--- src/rtl/uart_alu_intf.sv ---
// uart_alu_intf: collects operand A, operand B and opcode bytes from the UART
// receiver, presents them to a combinational ALU, latches the result and
// hands it to the UART transmitter with a start/done handshake.
module uart_alu_intf #(
  parameter int NB_DATA = 8,
  parameter int NB_OP   = 6
) (
  input  logic               i_clk,
  input  logic               i_reset,
  input  logic [NB_DATA-1:0] i_rx_data,
  input  logic               i_rx_valid,
  input  logic [NB_DATA-1:0] i_alu_result,
  input  logic               i_tx_done,
  output logic [NB_DATA-1:0] o_data_a,
  output logic [NB_DATA-1:0] o_data_b,
  output logic [NB_OP-1:0]   o_op,
  output logic [NB_DATA-1:0] o_tx_data,
  output logic               o_tx_start,
  output logic               o_busy,
  output logic               o_overrun
);

  localparam logic [2:0] WAIT_A  = 3'd0;
  localparam logic [2:0] WAIT_B  = 3'd1;
  localparam logic [2:0] WAIT_OP = 3'd2;
  localparam logic [2:0] EXEC    = 3'd3;
  localparam logic [2:0] SEND    = 3'd4;
  localparam logic [2:0] WAIT_TX = 3'd5;

  logic [2:0] state;
  logic       valid_q;
  logic       rx_evt;

  // A held valid counts as a single byte: only its rising edge is an event.
  always_comb begin
    rx_evt = i_rx_valid & ~valid_q;
  end

  // Handshake outputs come from the registered state only.
  always_comb begin
    o_tx_start = (state == SEND);
    o_busy     = (state == EXEC) || (state == SEND) || (state == WAIT_TX);
  end

  // Registered copy of the receiver valid for edge detection.
  always_ff @(posedge i_clk or posedge i_reset) begin
    if (i_reset) valid_q <= 1'b0;
    else         valid_q <= i_rx_valid;
  end

  // Sequencer FSM with operand, opcode, result and overrun registers.
  always_ff @(posedge i_clk or posedge i_reset) begin
    if (i_reset) begin
      state     <= WAIT_A;
      o_data_a  <= '0;
      o_data_b  <= '0;
      o_op      <= '0;
      o_tx_data <= '0;
      o_overrun <= 1'b0;
    end else begin
      case (state)
        WAIT_A: begin
          if (rx_evt) begin
            o_data_a <= i_rx_data;
            state    <= WAIT_B;
          end
        end
        WAIT_B: begin
          if (rx_evt) begin
            o_data_b <= i_rx_data;
            state    <= WAIT_OP;
          end
        end
        WAIT_OP: begin
          if (rx_evt) begin
            o_op  <= i_rx_data[NB_OP-1:0];
            state <= EXEC;
          end
        end
        EXEC: begin
          if (rx_evt) o_overrun <= 1'b1;
          o_tx_data <= i_alu_result;
          state     <= SEND;
        end
        SEND: begin
          if (rx_evt) o_overrun <= 1'b1;
          state <= WAIT_TX;
        end
        WAIT_TX: begin
          // A byte coinciding with tx_done is dropped, not taken as operand A.
          if (rx_evt)    o_overrun <= 1'b1;
          if (i_tx_done) state     <= WAIT_A;
        end
        default: state <= WAIT_A;
      endcase
    end
  end

endmodule

--- config.mk ---
export PLATFORM = sky130hd
export DESIGN_NAME = uart_alu_intf
export DESIGN_NICKNAME = d
export VERILOG_FILES = /design/src/rtl/uart_alu_intf.sv
export SDC_FILE = /design/constraint.sdc
export NUM_CORES = 1
export LEC_CHECK = 0
export ABC_CLOCK_PERIOD_IN_PS = 2260
export BUFFER_PORTS_ARGS = -buffer_cell sky130_fd_sc_hd__buf_2
export CAP_MARGIN = 10
export CORE_AREA = 2 2 75 77
export CTS_CLUSTER_SIZE = 8
export DETAILED_ROUTE_END_ITERATION = 10
export DIE_AREA = 0 0 77 79
export GPL_TIMING_DRIVEN = 0
export MAX_ROUTING_LAYER = met4
export PLACE_DENSITY = 0.59
export SLEW_MARGIN = 20
export SYNTH_ARGS = -nofsm -noshare
export SYNTH_HDL_FRONTEND = slang
export SYNTH_SLANG_ARGS = --single-unit
--- constraint.sdc ---
create_clock -name i_clk -period 2.26 [get_ports i_clk]
set_clock_uncertainty 0.1 [all_clocks]
set_input_delay 0.339 -clock i_clk [delete_from_list [all_inputs] [get_ports i_clk]]
set_output_delay 0.339 -clock i_clk [all_outputs]
set_load 0.05 [all_outputs]
# After elaboration in Yosys (flattened, before gate mapping)
# Cells that the tools add are included.
classes:
  bitwise: 2
  muxes: 5
  n_eq_ne: 9
  n_reduce_logical: 9
op_table:
  columns: ["operator", "n"]
  rows:
  - ["3-bit one-hot mux with 6 select lines", 1]
  - ["3-bit two-way mux", 4]
  - ["2-bit != test (second input constant)", 4]
  - ["2-bit AND reduction", 4]
  - ["3-bit by 2-bit == test with 1-bit output (second input constant)", 2]
  - ["3-bit == test (second input constant)", 2]
  - ["4-bit AND reduction", 1]
  - ["3-bit by 1-bit == test with 1-bit output (second input constant)", 1]
  - ["3-bit zero test", 1]
  - ["3-bit OR reduction", 1]
  - ["1-bit logical OR", 2]
  - ["1-bit bitwise AND", 1]
  - ["1-bit NOT", 1]
word_totals:
  register_bits: 35
  inputBits: 20
  elab_cells: 32

# Logic depth before layout (Yosys ltp)
logic_depth:
  word_depth: 4
  mapped_depth: 5
  depth_no_buf: 3

# Worst setup path before layout
# No wires, ideal clock.
synth_timing:
  kind: "reg-to-output"
  start: "register state[1]"
  end: "output port o_tx_start"
  t_required_ns: 1.821
  slack_ns: 0.541
  arrival_ns: 1.280
  stages_incl_launch_ff: 3
  path_cell_list: "dfrtp_1 > nand2b_1 > nor2_1"
synth_via:
  elab_chain_cells: 1
synth_rtl:
  columns: ["element", "line_no", "source"]
  rows:
  - ["start: declaration", "30", "logic [2:0] state;"]
  - ["start signal: assignment", "54", "state <= WAIT_A;"]
  - ["start signal: assignment", "65", "state <= WAIT_B;"]
  - ["start signal: assignment", "71", "state <= WAIT_OP;"]
  - ["3-bit == test", "41", "o_tx_start = (state == SEND);"]
  - ["end: declaration", "18", "output logic o_tx_start,"]
# No other way between the ends.

# Worst setup path after layout
layout_timing:
  start: "register state[2]"
  end: "output port o_busy"
layout_via:
  elab_chain_cells: 3
  word_cells_on_any_way: 5
  classes_between: "eq/ne: 3; reduce/logical: 2"
layout_rtl:
  columns: ["element", "line_no", "source"]
  rows:
  - ["3-bit by 2-bit == test with 1-bit output or 3-bit == test (tied branches)", "42", "o_busy = (state == EXEC) || (state == SEND) || (state == WAIT_TX);"]
  - ["1-bit logical OR", "42", null]
  - ["1-bit logical OR *", "42", null]
  - ["end: declaration", "19", "output logic o_busy,"]
# Mark *: on every way between the ends. The rest lies on a longest branch, timed or not.

==> run summary <==
SYNTHESIS
--------------------------------------------------------------------------------------
Ranking of synthesized cells by area .................................... dfrtp_1 (63%), mux2_2 (24%), nand4_4 (1.5%)
Count of flip-flops with a built-in enable after synthesis ..............            0
Avg Cell Area, Syn ......................................................    15.5 um^2
Synthesized cell area ...................................................    1380 um^2
Number of standard cells after synthesis ................................           89
Post-synth top flop .....................................................      dfrtp_1
Biggest area consumer among synthesized cells ...........................      dfrtp_1
Netlist cell types ......................................................           21
Share of the yosys chip area belonging to registers .....................        0.633
Ys Warns ................................................................            0
Register bit total from synthesis .......................................           35
Most used standard cells in the synthesized netlist ..................... dfrtp_1 (35), mux2_2 (30), inv_1 (3)
Share of synthesized flip-flops with an asynchronous set or reset .......         1.00
Most used standard cell by instance count after synthesis ...............      dfrtp_1
Synthesized Nets ........................................................          109
Fraction of synthesized cell area taken by the top area cell type .......        0.633

CTS
--------------------------------------------------------------------------------------
Count of buffers added by post-CTS timing repair for setup ..............            0
Clock-pin slew on the worst setup and hold paths ........................      0.07 ns
TritonCTS clock tree ....................................................          yes
Clock root buffer .......................................................     clkbuf_8
Maximum clock path buffer count .........................................            2
Count of cells resized by post-cts repair ...............................            0
Total number of clock tree sinks ........................................           35
CTS buffer count ........................................................            5
Clock network latency to the later pin of the worst-skew pair ...........      0.27 ns
Number of H-tree levels .................................................            2

MIN PATH
--------------------------------------------------------------------------------------
Hold/Removal Path Class .................................................    in -> reg

WORST SETUP PATH
--------------------------------------------------------------------------------------
Data arrival at the endpoint of the critical path .......................      1.45 ns
Critical Path Fanout Max ................................................           10
CP endpoint kind ........................................................   output pin
Crit path launch type ...................................................    flip-flop
Kind of critical path ...................................................   reg -> out
Critical path data required time ........................................      1.82 ns

GRT
--------------------------------------------------------------------------------------
Initial antenna violation count .........................................            0
First-pass GRT wire length ..............................................      4.55 mm
Overflow left after global routing ......................................            0
Largest net degree at the start of global routing .......................           28
Number of global-route vias before repair ...............................         1004
Total Routing Usage GR ..................................................       0.0976

STA
--------------------------------------------------------------------------------------
RSZ-0062 raised after global routing ....................................           no
Max-slew headroom .......................................................        0.813
Final hold violation count ..............................................            0
Number of max-slew violations in the final report .......................            0
Setup TNS ...............................................................         0 ns
Highest achievable clock rate ...........................................    0.529 GHz
Final Cycle Share .......................................................        0.837
Final worst path period need ............................................      1.89 ns
Endpoints failing setup .................................................            0
Slew at the pin closest to its max-slew limit ...........................     0.280 ns

LAYOUT
--------------------------------------------------------------------------------------
Area of all sequential standard cells ...................................     876 um^2
Post-layout net count ...................................................          170
Relative area change from synthesis to final layout .....................        33.8%
Fraction of layout instances using a drive strength above 1 .............        0.660
Count of filler cells inserted in the layout ............................          572
Antenna Cells ...........................................................            0
Multi-input logic area ..................................................     484 um^2

JOB
--------------------------------------------------------------------------------------
Max Cap Viol ............................................................            0

DRT
--------------------------------------------------------------------------------------
Routed WL ...............................................................      2.78 mm
DRC marker count from the first detailed-route iteration ................            1
Routed vias .............................................................          919
ANT nets after route ....................................................            0
Post-detailed-route via-to-cell ratio ...................................         4.14
Average wire per standard cell ..........................................      12.5 um
DRC .....................................................................            0
Number of optimization iterations in the first detailed-route pass ......            3

PLACED DESIGN
--------------------------------------------------------------------------------------
Weighted congestion reported at the end of routability-driven placement .        0.707
DP Wirelength ...........................................................      2.06 mm
Buffers added on ports ..................................................           52

DIE
--------------------------------------------------------------------------------------
Die footprint ...........................................................    6080 um^2
Count of standard-cell rows .............................................           27
# IOs ...................................................................           53
Placeable core region ...................................................    5340 um^2
Starting density of the core ............................................        0.259
Vertical extent of the die ..............................................        79 um
Die extent in x .........................................................        77 um

STATUS
--------------------------------------------------------------------------------------
Outcome ................................................................. finished clean

[layer usage]
metal  wire, um  vias to the layer above  share of wire  track usage
li1           -                      432              -            -
met4          0                        0              0       0.0214
met5          0                        -              0            -
met3        178                        0          0.064       0.0341
met1       1270                      450           0.46        0.120
met2       1330                       37           0.48        0.157
[layout make-up]
type | instances | area share
inverter | 3 | 0.00608
buffer | 2 | 0.00676
clock buffer | 6 | 0.0446
timing repair buffer | 54 | 0.157
multi-input combinational | 49 | 0.261
sequential | 35 | 0.473
tap | 72 | 0.0486
clock inverter | 1 | 0.00270
[worst max-delay path: stages, from the launching register on]
cell,delay (ns)
dfrtp_1,0.46
nand3b_1,0.18
buf_4,0.19
nand2_1,0.08
buf_2,0.26
[final timing paths]
check,from,end,slack (ns),cells past startpoint
worst max-delay path,state[2],o_busy,0.37,4
worst min-delay path,i_rx_valid,valid_q,0.11,1
worst max register to register,state[0],o_data_a[1],0.82,4
worst min register to register,o_overrun,o_overrun,0.35,1
max in group asynchronous,i_reset,valid_q,1.24,4
min in group asynchronous,i_reset,o_tx_data[1],0.42,3
[placed cells by master (no fill, tap or decap), drive strengths merged, types with 2 or more instances in the layout]
master / netlist / layout
nand3: 2 / 2
nor2: 3 / 3
dfrtp: 35 / 35
clkbuf: 0 / 6
mux2: 30 / 30
buf: 2 / 55
nand2b: 2 / 2
inv: 3 / 3
[sequential cells by signal, indices dropped and copies added, names as in the netlist]
register,count
o_data_a,8
o_data_b,8
o_tx_data,8
o_op,6
state,3
o_overrun,1
valid_q,1
[logic make-up (layout without fill, tap and decap cells)]
kind of cell	count (synthesis)	in the layout	synth area share
buffers and inverters	5	66	0.0172
AOI/OAI and AO/OA	6	6	0.0289
muxes	30	30	0.244
DFF	35	35	0.633
and+or+nand+nor	13	13	0.0769
[stage by stage]
step | instance area (um^2) | worst slack [ns] | util | cells | hold WS (ns)
finish | 1850 | 0.370 | 0.347 | 222 | 0.107
global route | 1850 | 0.261 | 0.347 | 222 | 0.0962
CTS | 1850 | 0.337 | 0.347 | 222 | 0.0943
detailed placement | 1750 | 0.669 | 0.329 | 214 | 0.170
global placement | 1730 | 0.478 | 0.325 | 213 | 0.334
floorplan | 1380 | 0.541 | - | 89 | 0.270
[what timing repair did]
action,in CTS,in global routing
setup endpoints to repair,0,0
endpoints found under the hold margin,8,0
hold buffers,1,0
Power is not shown: default switching activity piles up to over one toggle a cycle in this logic, so the estimate is an artifact.
